$ cat src/rtl/seq_calc_unit.sv
// seq_calc_unit: start/done add, sub, shift-add mul and restoring div.
// Optional macro CALC_SAT_EN clamps add overflow and sub underflow.
module seq_calc_unit #(
    parameter  int WIDTH = 4,
    localparam int CNT_W = $clog2(WIDTH + 1)
) (
    input  logic                 clk,
    input  logic                 rst_n,
    input  logic                 start,
    input  logic [1:0]           op,
    input  logic [WIDTH-1:0]     a,
    input  logic [WIDTH-1:0]     b,
    output logic                 busy,
    output logic                 done,
    output logic [2*WIDTH-1:0]   result,
    output logic [WIDTH-1:0]     rem,
    output logic                 carry,
    output logic                 div_zero
);

    typedef enum logic [1:0] {IDLE, MUL, DIV, FIN} state_t;

    state_t             state, nstate;
    logic [WIDTH-1:0]   ra, rb, mq;
    logic [1:0]         rop;
    logic [2*WIDTH-1:0] acc;
    logic [CNT_W-1:0]   cnt;

    logic [WIDTH:0] madd, dsh, dsub, asum, adif;

    assign madd = {1'b0, acc[2*WIDTH-1:WIDTH]} + {1'b0, mq[0] ? ra : '0};
    assign dsh  = {acc[2*WIDTH-1:WIDTH], mq[WIDTH-1]};
    assign dsub = dsh - {1'b0, rb};
    assign asum = {1'b0, ra} + {1'b0, rb};
    assign adif = {1'b0, ra} - {1'b0, rb};
    assign busy = (state != IDLE);

    // State register
    always_ff @(posedge clk or negedge rst_n) begin
        if (!rst_n) state <= IDLE;
        else        state <= nstate;
    end

    // Next-state selection
    always_comb begin
        nstate = state;
        unique case (state)
            IDLE: begin
                if (start) begin
                    unique case (op)
                        2'b10:   nstate = MUL;
                        2'b11:   nstate = (b == '0) ? FIN : DIV;
                        default: nstate = FIN;
                    endcase
                end
            end
            MUL, DIV: begin
                if (cnt == CNT_W'(1)) nstate = FIN;
            end
            default: nstate = IDLE;
        endcase
    end

    // Operand capture, iterative datapath and output registers
    always_ff @(posedge clk or negedge rst_n) begin
        if (!rst_n) begin
            ra       <= '0;
            rb       <= '0;
            mq       <= '0;
            rop      <= '0;
            acc      <= '0;
            cnt      <= '0;
            done     <= 1'b0;
            result   <= '0;
            rem      <= '0;
            carry    <= 1'b0;
            div_zero <= 1'b0;
        end else begin
            done <= 1'b0;
            unique case (state)
                IDLE: begin
                    if (start) begin
                        ra       <= a;
                        rb       <= b;
                        rop      <= op;
                        acc      <= '0;
                        mq       <= (op == 2'b10) ? b : a;
                        cnt      <= CNT_W'(WIDTH);
                        div_zero <= (op == 2'b11) && (b == '0);
                    end
                end
                MUL: begin
                    acc <= {madd, acc[WIDTH-1:1]};
                    mq  <= mq >> 1;
                    cnt <= cnt - 1'b1;
                end
                DIV: begin
                    acc[2*WIDTH-1:WIDTH] <= dsub[WIDTH] ? dsh[WIDTH-1:0]
                                                        : dsub[WIDTH-1:0];
                    mq  <= {mq[WIDTH-2:0], ~dsub[WIDTH]};
                    cnt <= cnt - 1'b1;
                end
                default: begin
                    done <= 1'b1;
                    unique case (rop)
                        2'b00: begin
`ifdef CALC_SAT_EN
                            result <= asum[WIDTH]
                                ? {{WIDTH{1'b0}}, {WIDTH{1'b1}}}
                                : {{(WIDTH-1){1'b0}}, asum};
`else
                            result <= {{(WIDTH-1){1'b0}}, asum};
`endif
                            rem    <= '0;
                            carry  <= asum[WIDTH];
                        end
                        2'b01: begin
`ifdef CALC_SAT_EN
                            result <= adif[WIDTH] ? '0
                                : {{(WIDTH-1){1'b0}}, adif};
`else
                            result <= {{(WIDTH-1){1'b0}}, adif};
`endif
                            rem    <= '0;
                            carry  <= adif[WIDTH];
                        end
                        2'b10: begin
                            result <= acc;
                            rem    <= '0;
                            carry  <= 1'b0;
                        end
                        default: begin
                            if (div_zero) begin
                                result <= {{WIDTH{1'b0}}, {WIDTH{1'b1}}};
                                rem    <= ra;
                            end else begin
                                result <= {{WIDTH{1'b0}}, mq};
                                rem    <= acc[2*WIDTH-1:WIDTH];
                            end
                            carry <= 1'b0;
                        end
                    endcase
                end
            endcase
        end
    end

endmodule

$ cat config.mk
export PLATFORM = sky130hd
export DESIGN_NAME = seq_calc_unit
export DESIGN_NICKNAME = d
export VERILOG_FILES = /design/src/rtl/seq_calc_unit.sv
export SDC_FILE = /design/constraint.sdc
export NUM_CORES = 1
export LEC_CHECK = 0
export CAP_MARGIN = 0
export CORE_MARGIN = 10
export CORE_UTILIZATION = 60
export CTS_CLUSTER_DIAMETER = 150
export DETAILED_ROUTE_END_ITERATION = 10
export DONT_BUFFER_PORTS = 1
export GPL_ROUTABILITY_DRIVEN = 0
export MAX_ROUTING_LAYER = met4
export PLACE_DENSITY = 0.76
export SETUP_SLACK_MARGIN = 0.3
export SYNTH_ARGS = -nofsm -noshare
export SYNTH_HDL_FRONTEND = slang
export SYNTH_SLANG_ARGS = --single-unit
$ cat constraint.sdc
create_clock -name clk -period 7.1 [get_ports clk]
set_clock_uncertainty 0.2 [all_clocks]
set_input_delay 0.71 -clock clk [delete_from_list [all_inputs] [get_ports clk]]
set_output_delay 0.71 -clock clk [all_outputs]
set_load 0.1 [all_outputs]
; ---- Yosys cells after proc, flatten, opt, wreduce, memory -nomap -nowiden
; Index checks and enable logic that the tools add are counted.
[op_classes]
n_addsub = 5
eq_ne = 9
muxes = 21
bitwise_logic = 1
reduce_logical = 16
[op_table]
columns = operator, n
row1 = 4-bit 2-to-1 mux, 7
row2 = 4-bit case mux with 3 select lines, 2
row3 = 8-bit case mux with 3 select lines, 1
row4 = 4-bit by 4-bit adder with 5-bit output, 2
row5 = 2-bit AND reduction, 5
row6 = 2-bit == test (second input constant), 4
row7 = 8-bit 2-to-1 mux, 1
row8 = 2-bit case mux with 2 select lines, 2
row9 = 4-bit case mux with 2 select lines, 1
row10 = 3-bit case mux with 2 select lines, 1
row11 = 2-bit nonzero test, 3
row12 = 3-bit OR reduction, 2
row13 = 4-bit by 4-bit subtractor with 5-bit output, 1
row14 = 5-bit by 4-bit subtractor with 5-bit output, 1
row15 = 2-bit by 1-bit == test with 1-bit output (second input constant), 2
row16 = 2-bit logical NOT, 2
row17 = 4-bit logical NOT, 1
row18 = 2-bit 2-to-1 mux, 2
row19 = 3-bit by 1-bit == test with 1-bit output (second input constant), 1
row20 = 3-bit 2-to-1 mux, 1
row21 = 3-bit nonzero test, 1
row22 = 3-bit by 1-bit subtractor with 3-bit output (second input constant), 1
row23 = 1-bit 2-to-1 mux, 2
row24 = 2-bit by 1-bit != test with 1-bit output (second input constant), 1
row25 = other kinds (5), 5
[totals]
register_bits = 42
input_bits = 13
out_inout_bits = 16
wordCells = 65

; ---- Longest topological paths before layout
; Gate-level depths: netlist of the first run.
[depth]
ltp_word = 5
ltp_mapped = 9
mapped_depth_nobuf = 9

; ---- Least setup slack after synthesis of the first run
; Ideal clock, no wire load.
[synth_timing]
kind = flip-flop to flip-flop
start = register mq[3]
end = register acc[4]
setup_ps = 74
arrival_time_ps = 1964
required_ps = 6826
path_slack_ps = 4862
stages_incl_launch_ff = 10
n_path_buf = 0
period_less_slack_ps = 2238
path_cell_list = dfrtp_1 inv_1 ha_1 inv_1 fa_1 a211oi_2 nor2_2 xor2_2 mux2_4 o21ai_2
[synth_between]
elab_chain_cells = 3
[synth_rtl]
columns = item, line
row1 = start: declaration, 24  ; logic [WIDTH-1:0] ra, rb, mq;
row2 = start signal: assignment, 87  ; mq <= (op == 2'b10) ? b : a;
row3 = start signal: assignment, 94  ; mq <= mq >> 1;
row4 = start signal: assignment, 100  ; mq <= {mq[WIDTH-2:0], ~dsub[WIDTH]};
row5 = 5-bit by 4-bit subtractor with 5-bit output, 33  ; assign dsub = dsh - {1'b0, rb};
row6 = 4-bit 2-to-1 mux *, 98  ; acc[2*WIDTH-1:WIDTH] <= dsub[WIDTH] ? dsh[WIDTH-1:0]
row7 = 4-bit case mux with 3 select lines *, 80  ; unique case (state)
row8 = end signal: assignment, 93  ; acc <= {madd, acc[WIDTH-1:1]};
row9 = end signal: indexed assignment, 98
row10 = end: declaration, 26  ; logic [2*WIDTH-1:0] acc;
; Every way passes the cells marked *; elsewhere a longest branch is shown, timed or not.
; A chain may end at the register's enable or synchronous reset.

; ---- Final worst setup path of the first run
[layout_timing]
start = register state[0]
end = output port busy
[layout_between]
elab_chain_cells = 1
[layout_rtl]
columns = item, line
row1 = start: declaration, 23  ; state_t state, nstate;
row2 = start signal: assignment, 41  ; else state <= nstate;
row3 = 2-bit nonzero test, 36  ; assign busy = (state != IDLE);
row4 = end: declaration, 13  ; output logic busy,
; No other way between the ends.

==> results of run 1 <==
## state kept, by name (all words and copies together), names as in the netlist
signal	count
acc	8
div_zero	1
rem	4
mq	4
carry	1
ra	4
done	1
result	8
rop	2
rb	4
cnt	3
state	2
## worst max-delay path, delay by kind of cell (launching register included)
family,cells,cell delay (ns)
adders and majority gates,1,0.27
DFF,1,0.39
buffers and inverters,2,0.74
## layer usage
metal	global-route usage, %	routed length (um)	vias up
li1	-	-	1049
met1	23.47	2902	1055
met2	26.53	2853	60
met3	3.309	398	8
met4	5.580	85	0
met5	-	0	-
## Yosys cell counts, drive strengths merged (7+ instances only)
master,number
a21oi,18
buf,7
clkbuf,11
dfrtp,42
ha,22
inv,28
mux2,15
mux2i,9
nand2,30
nand3,7
nor2,17
o21ai,22
o22ai,9
## per-stage QoR
step	utilization (%)	instance area (um^2)	instances	hold slack (ns)	worst slack, ns
after global routing	65.46	2929	349	0.04769	4.362
final	65.46	2929	349	0.04467	4.490
after CTS	65.46	2929	349	0.04964	4.483
after floorplan	-	2830	305	0.2144	4.862
after detailed placement	62.92	2815	340	0.2157	4.622
after global placement	62.92	2815	340	0.2157	4.765
## cell families after synthesis
group	Yosys count	share of synthesized area [%]
fa+ha+maj	26	12.56
flops	42	37.14
compound gates	78	17.82
buf+inv	46	6.808
simple gates	85	14.90
mux	24	9.284
xor+xnor	4	1.503
## worst max-delay path by stage
stage	from	to	slack, ns	cells after the start
floorplan	mq[3]	acc[4]	4.86	9
global placement	mq[3]	acc[4]	4.76	9
detailed placement	state[0]	acc[7]	4.62	4
CTS	state[0]	busy	4.48	3
global route	state[0]	acc[7]	4.36	4
finish	state[0]	busy	4.49	3
## final cells by class
cell class              count  area share, %
multi-input cells         217          54.16
flip-flops and latches     42          35.88
inverters                  28          3.588
clock inverters             3         0.8543
well taps                  52          2.221
repair buffers              2         0.9398
clock buffers               5          2.349
## timing repair
item                                    CTS  global route
hold buffers                              1             0
endpoints found under the setup margin    0             0
hold endpoints to repair                 42             0
==> flow_summary_export.csv, run 1 <==
group,metric,value,unit
outcome,status,"finished clean",
timing,hold_viol,0,
timing,setup_viol_count_final,0,
cts,cts_resized,0,
logic_synthesis,synth_cell_types,48,
cts,cts_sinks,42,
logic_synthesis,synth.avg_cell_area,9.279,um^2
route,ant_nets,0,
cts,cts_tree,"yes",
logic_synthesis,synthCells,305,
timing,slew_violations,0,
layout,seq_area,0.001051,mm^2
grt,overflow,0,
logic_synthesis,yosysTopAreaCell,"dfrtp_1",
grt,grt_start_max_net_pins,43,
logic_synthesis,yosysWarnings,0,
logic_synthesis,synth_flop_cell,"dfrtp_1",
worst_setup_path,criticalPathCategory,"register to primary output",
worst_setup_path,path_cells,"inv_1, ha_1, inv_1",
worst_setup_path,cp_max_fo,6,
worst_setup_path,startpoint_type,"register",
worst_setup_path,endpoint_kind,"primary output",
die,die_x,88.68,um
layout,drive_gt1_share,10.44,%
route,vias,2172,
layout,multi_input_area,0.001587,mm^2
placed_design,dpl.hpwl,4612,um
layout,final_cell_mix,"dfrtp_1, nand2_1, inv_1",
die,dieArea,0.007864,mm^2
min_path,hold_path_class,"primary input to asynchronous set/reset pin",
die,core_area,0.004474,mm^2
worst_setup_path,cp.required,6.19,ns
worst_setup_path,crit_arrival,1.70,ns
logic_synthesis,synthesis.area,0.002830,mm^2
route,first_pass_iters,4,
route,vias_per_cell,6.223,
logic_synthesis,ys_seq_area_share,37.14,%
die,pin_count,29,
grt,antenna_found_initial,0,
grt,grtUsageTotal,17.67,%
timing,max_slew_margin,39.04,%
logic_synthesis,ys_ff_latch,42,
layout,nets,335,
layout,area_growth,3.493,%
route,drt_iter0_drc,134,
worst_setup_path,reg2regPathDepth,4,
route,detail_route.wl_per_cell,17.88,um
die,row_count,24,
route,routed_wl,6240,um
worst_setup_path,rr_startpoint,"state[0]",
cts,postCtsSetupRepairBufs,0,
cts,htree_levels,2,
worst_setup_path,cpMaxStageDelayCell,"inv_1",
layout,final.fill_count,370,
logic_synthesis,syn_nets,344,
placed_design,portBuffers,0,
cts,path_clk_slew,0.09,ns
die,die_h,88.68,um
cts,cts_buffers,5,
timing,fin_crit,2.610,ns
die,initial_core_util,63.26,%
cts,clk-insertion-delay-late,0.30,ns
worst_setup_path,rr_endpoint,"acc[7]",
cts,clock-root-buffer,"clkbuf_8",
route,drc,0,
grt,grt_pass1_vias,2094,
logic_synthesis,yosysTopAreaCellShare,37.14,%
layout,num_antenna_cells,0,
timing,finalCritPeriodShare,36.76,%
logic_synthesis,synth_edf_count,0,
timing,rsz0062_at_grt,"no",
timing,tightest_slew,0.9144,ns
grt,grt_pass1_wl,10610,um
timing,fmax,0.3832,GHz
job,max_cap_violations,0,
worst_setup_path,cpMostUsedCell,"inv_1",
layout,final_common_cell,"dfrtp_1",
logic_synthesis,synthTopCellsByArea,"dfrtp_1, ha_1, mux2_2, nand2_1, inv_1",
cts,clk_path_buf_depth,2,
logic_synthesis,synthArstFlopShare,100.0,%
worst_setup_path,r2r_slack,4.63,ns
worst_setup_path,slowest_delay,0.65,ns
timing,setup_tns,0,ns
Power of run 1 is not shown: default switching activity piles up to over one toggle a cycle in this logic, so the estimate is an artifact.
==> run 2: changes to the inputs <==
ABC_AREA = 1   (was default)
CORE_UTILIZATION = 57   (was 60)
PLACE_DENSITY = 0.75   (was 0.76)
clock period = 2.1 ns   (was 7.1 ns; I/O delays follow)
==> run 2 against run 1 <==
  * Critical endpoint is now acc[6]
  * Sequential cell count stayed put
  * Clock-buffer cell count stayed put
  * Utilization is 9.1 points higher
  * Area after synthesis is 5.4% lower
  * Synthesized cell count is 12% higher
  * Non-clock buffer count is 41 higher
  * Critical path depth is 9 higher
  * First-iteration DRC count is 31% higher
  * Die area is 0.32% lower
  * Critical path type is now register to register
  * Worst setup slack worse by 4.3 ns
==> flow_summary_export.csv, run 2 <==
group,metric,value,unit
outcome,status,"finished clean",
logic_synthesis,ys_seq_area_share,39.25,%
logic_synthesis,synthCells,341,
timing,tightest_slew,0.3962,ns
placed_design,pre_cts_slack,0.1139,ns
placed_design,portBuffers,0,
die,row_count,24,
timing,fin_crit,1.958,ns
worst_setup_path,path_depth,12,
route,drt_iter0_drc,176,
layout,stdcell_area,0.003313,mm^2
cts,cts_sinks,42,
die,core_area,0.004444,mm^2
cts,cts_tree,"yes",
route,vias,2474,
grt,antenna_found_initial,0,
timing,finalCritPeriodShare,93.25,%
worst_setup_path,crit_family,"simple AND/OR/NAND/NOR gates",
layout,area_growth,23.74,%
grt,grtUsageTotal,19.51,%
route,drc,0,
timing,max_slew_margin,73.58,%
grt,use_met2,31.82,%
worst_setup_path,slowest_delay,0.39,ns
timing,fin_ws,0.1417,ns
worst_setup_path,crit_buf_inv,2,
worst_setup_path,r2r_slack,0.14,ns
job,max_cap_violations,0,
layout,num_antenna_cells,0,
grt,grt.busiest_layer,"met2",
die,dieArea,0.007839,mm^2
placed_design,placed_cell_area,0.002925,mm^2
grt,use_met3,5.423,%
grt,grt_start_max_net_pins,43,
logic_synthesis,yosysMostFrequentCell,"nand2_1",
worst_setup_path,cp.required,2.10,ns
timing,setup_viol_count_final,0,
worst_setup_path,endpoint_kind,"register",
logic_synthesis,synth.avg_cell_area,7.852,um^2
min_path,hold_depth,2,
worst_setup_path,cpMostUsedCell,"nand2_1",
cts,clk-insertion-delay-late,0.30,ns
layout,nets,424,
logic_synthesis,synthArstFlopShare,100.0,%
layout,reg_top3,"acc: 8 flops, result: 8 flops",
min_path,hold_path_class,"primary input to register",
logic_synthesis,synth_cell_types,31,
layout,drive_gt1_share,20.47,%
logic_synthesis,syn_nets,380,
layout,final_cell_mix,"nand2_1, inv_1, dfrtp_1",
logic_synthesis,yosysTopAreaCellShare,39.25,%
cts,path_clk_slew,0.08,ns
die,die_h,88.54,um
cts,clock-root-buffer,"clkbuf_8",
route,ant_nets,0,
logic_synthesis,ys_ff_latch,42,
min_path,worst_hold_path.endpoint,"mq[3]",
logic_synthesis,synthesis.area,0.002678,mm^2
worst_setup_path,crit_arrival,1.95,ns
worst_setup_path,rr_endpoint,"acc[6]",
route,detail_route.wl_per_cell,16.04,um
die,die_x,88.54,um
timing,hold_viol,0,
worst_setup_path,path_cells,"inv_2, ha_4, inv_2, fa_2, nand3_2, nand4_1, nand2_2, nand2_1, nand3_1, nand2_1, nand2_1, nand2_1",
route,vias_per_cell,5.648,
layout,final_common_cell,"nand2_1",
grt,grt_pass1_vias,2541,
timing,rsz0062_at_grt,"yes",
cts,cts_buffers,5,
worst_setup_path,cpMaxStageDelayCell,"dfrtp_1",
worst_setup_path,cp_max_fo,5,
timing,fmax,0.5106,GHz
route,routed_wl,7026,um
die,initial_core_util,60.25,%
logic_synthesis,synth_flop_cell,"dfrtp_1",
worst_setup_path,startpoint_type,"register",
logic_synthesis,synthTopCellsByArea,"dfrtp_1, nand2_1, ha_1, inv_1, o21ai_0",
timing,slew_violations,0,
cts,clk_path_buf_depth,2,
worst_setup_path,criticalPathCategory,"register to register",
route,first_pass_iters,5,
die,pin_count,29,
worst_setup_path,reg2regPathDepth,12,
logic_synthesis,synth_edf_count,0,
cts,htree_levels,2,
placed_design,dpl.hpwl,4903,um
worst_setup_path,rr_startpoint,"mq[3]",
min_path,min_from,"b[3]",
logic_synthesis,yosysTopAreaCell,"dfrtp_1",
logic_synthesis,yosysWarnings,0,
grt,grt_pass1_wl,11720,um
grt,overflow,0,
logic_synthesis,synth_common_cells,"nand2_1, inv_1, dfrtp_1",
grt,met1_usage,22.24,%
layout,final.fill_count,316,
run 2: cell types whose count changed after synthesis, sizes merged, moves of 7 or more:
cell / previous run / this run
mux2i: 9 / 0
inv: 28 / 57
mux2: 15 / 0
clkbuf: 11 / 4
o21ai: 22 / 35
nand2: 30 / 83
nand3: 7 / 25
run 2: kinds of logic after synthesis:
kind of cell | count (synthesis) | synth area share [%]
adders and majority gates | 26 | 13.27
buffers and inverters | 63 | 9.158
and+or+nand+nor | 134 | 21.64
AOI/OAI and AO/OA | 74 | 16.03
xor gates and xnor gates | 2 | 0.6543
DFF | 42 | 39.25
run 2: final cells by class:
type / count / area (um^2) / share of cell area [%]
Clock buffer: 5 / 68.82 / 2.077
Inverter: 57 / 221.5 / 6.684
Clock inverter: 3 / 40.04 / 1.208
Tap cell: 52 / 65.06 / 1.964
Sequential cell: 42 / 1059 / 31.95
Timing Repair Buffer: 43 / 372.9 / 11.25
Multi-Input combinational cell: 236 / 1486 / 44.86
run 2: worst max-delay path by stage:
stage | start | endpoint | slack, ns
after detailed placement | mq[3] | acc[6] | 0.11
after global routing | mq[3] | acc[5] | -0.03
final | mq[3] | acc[6] | 0.14
after global placement | mq[3] | acc[7] | 0.16
after CTS | rb[0] | acc[6] | 0.16
after floorplan | mq[3] | acc[7] | 0.23
run 2: metal layers:
layer	vias up	part of all wire, %	wire length, um
met4	0	2.8	196
met3	25	6.6	464
met2	80	48	3375
met5	-	0	0
met1	1168	43	2989
li1	1201	-	-
run 2: timing repair:
action	in CTS	in global routing
hold buffers	13	0
setup endpoints to repair	14	21
endpoints found under the hold margin	55	0
pin swaps	2	6
buffers inserted	3	3
gates resized for setup	7	25
run 2: through the flow:
stage                     util (%)  hold slack [ns]  cells   TNS, ns
after floorplan                  -          -0.2856    341         0
after global placement       65.82          -0.2842    411         0
after detailed placement     65.82          -0.2842    411         0
after CTS                    72.55          0.01467    435         0
after global routing         74.55          0.06180    438  -0.03745
final                        74.55          0.02717    438         0
Power of run 2 is left out for the same reason.
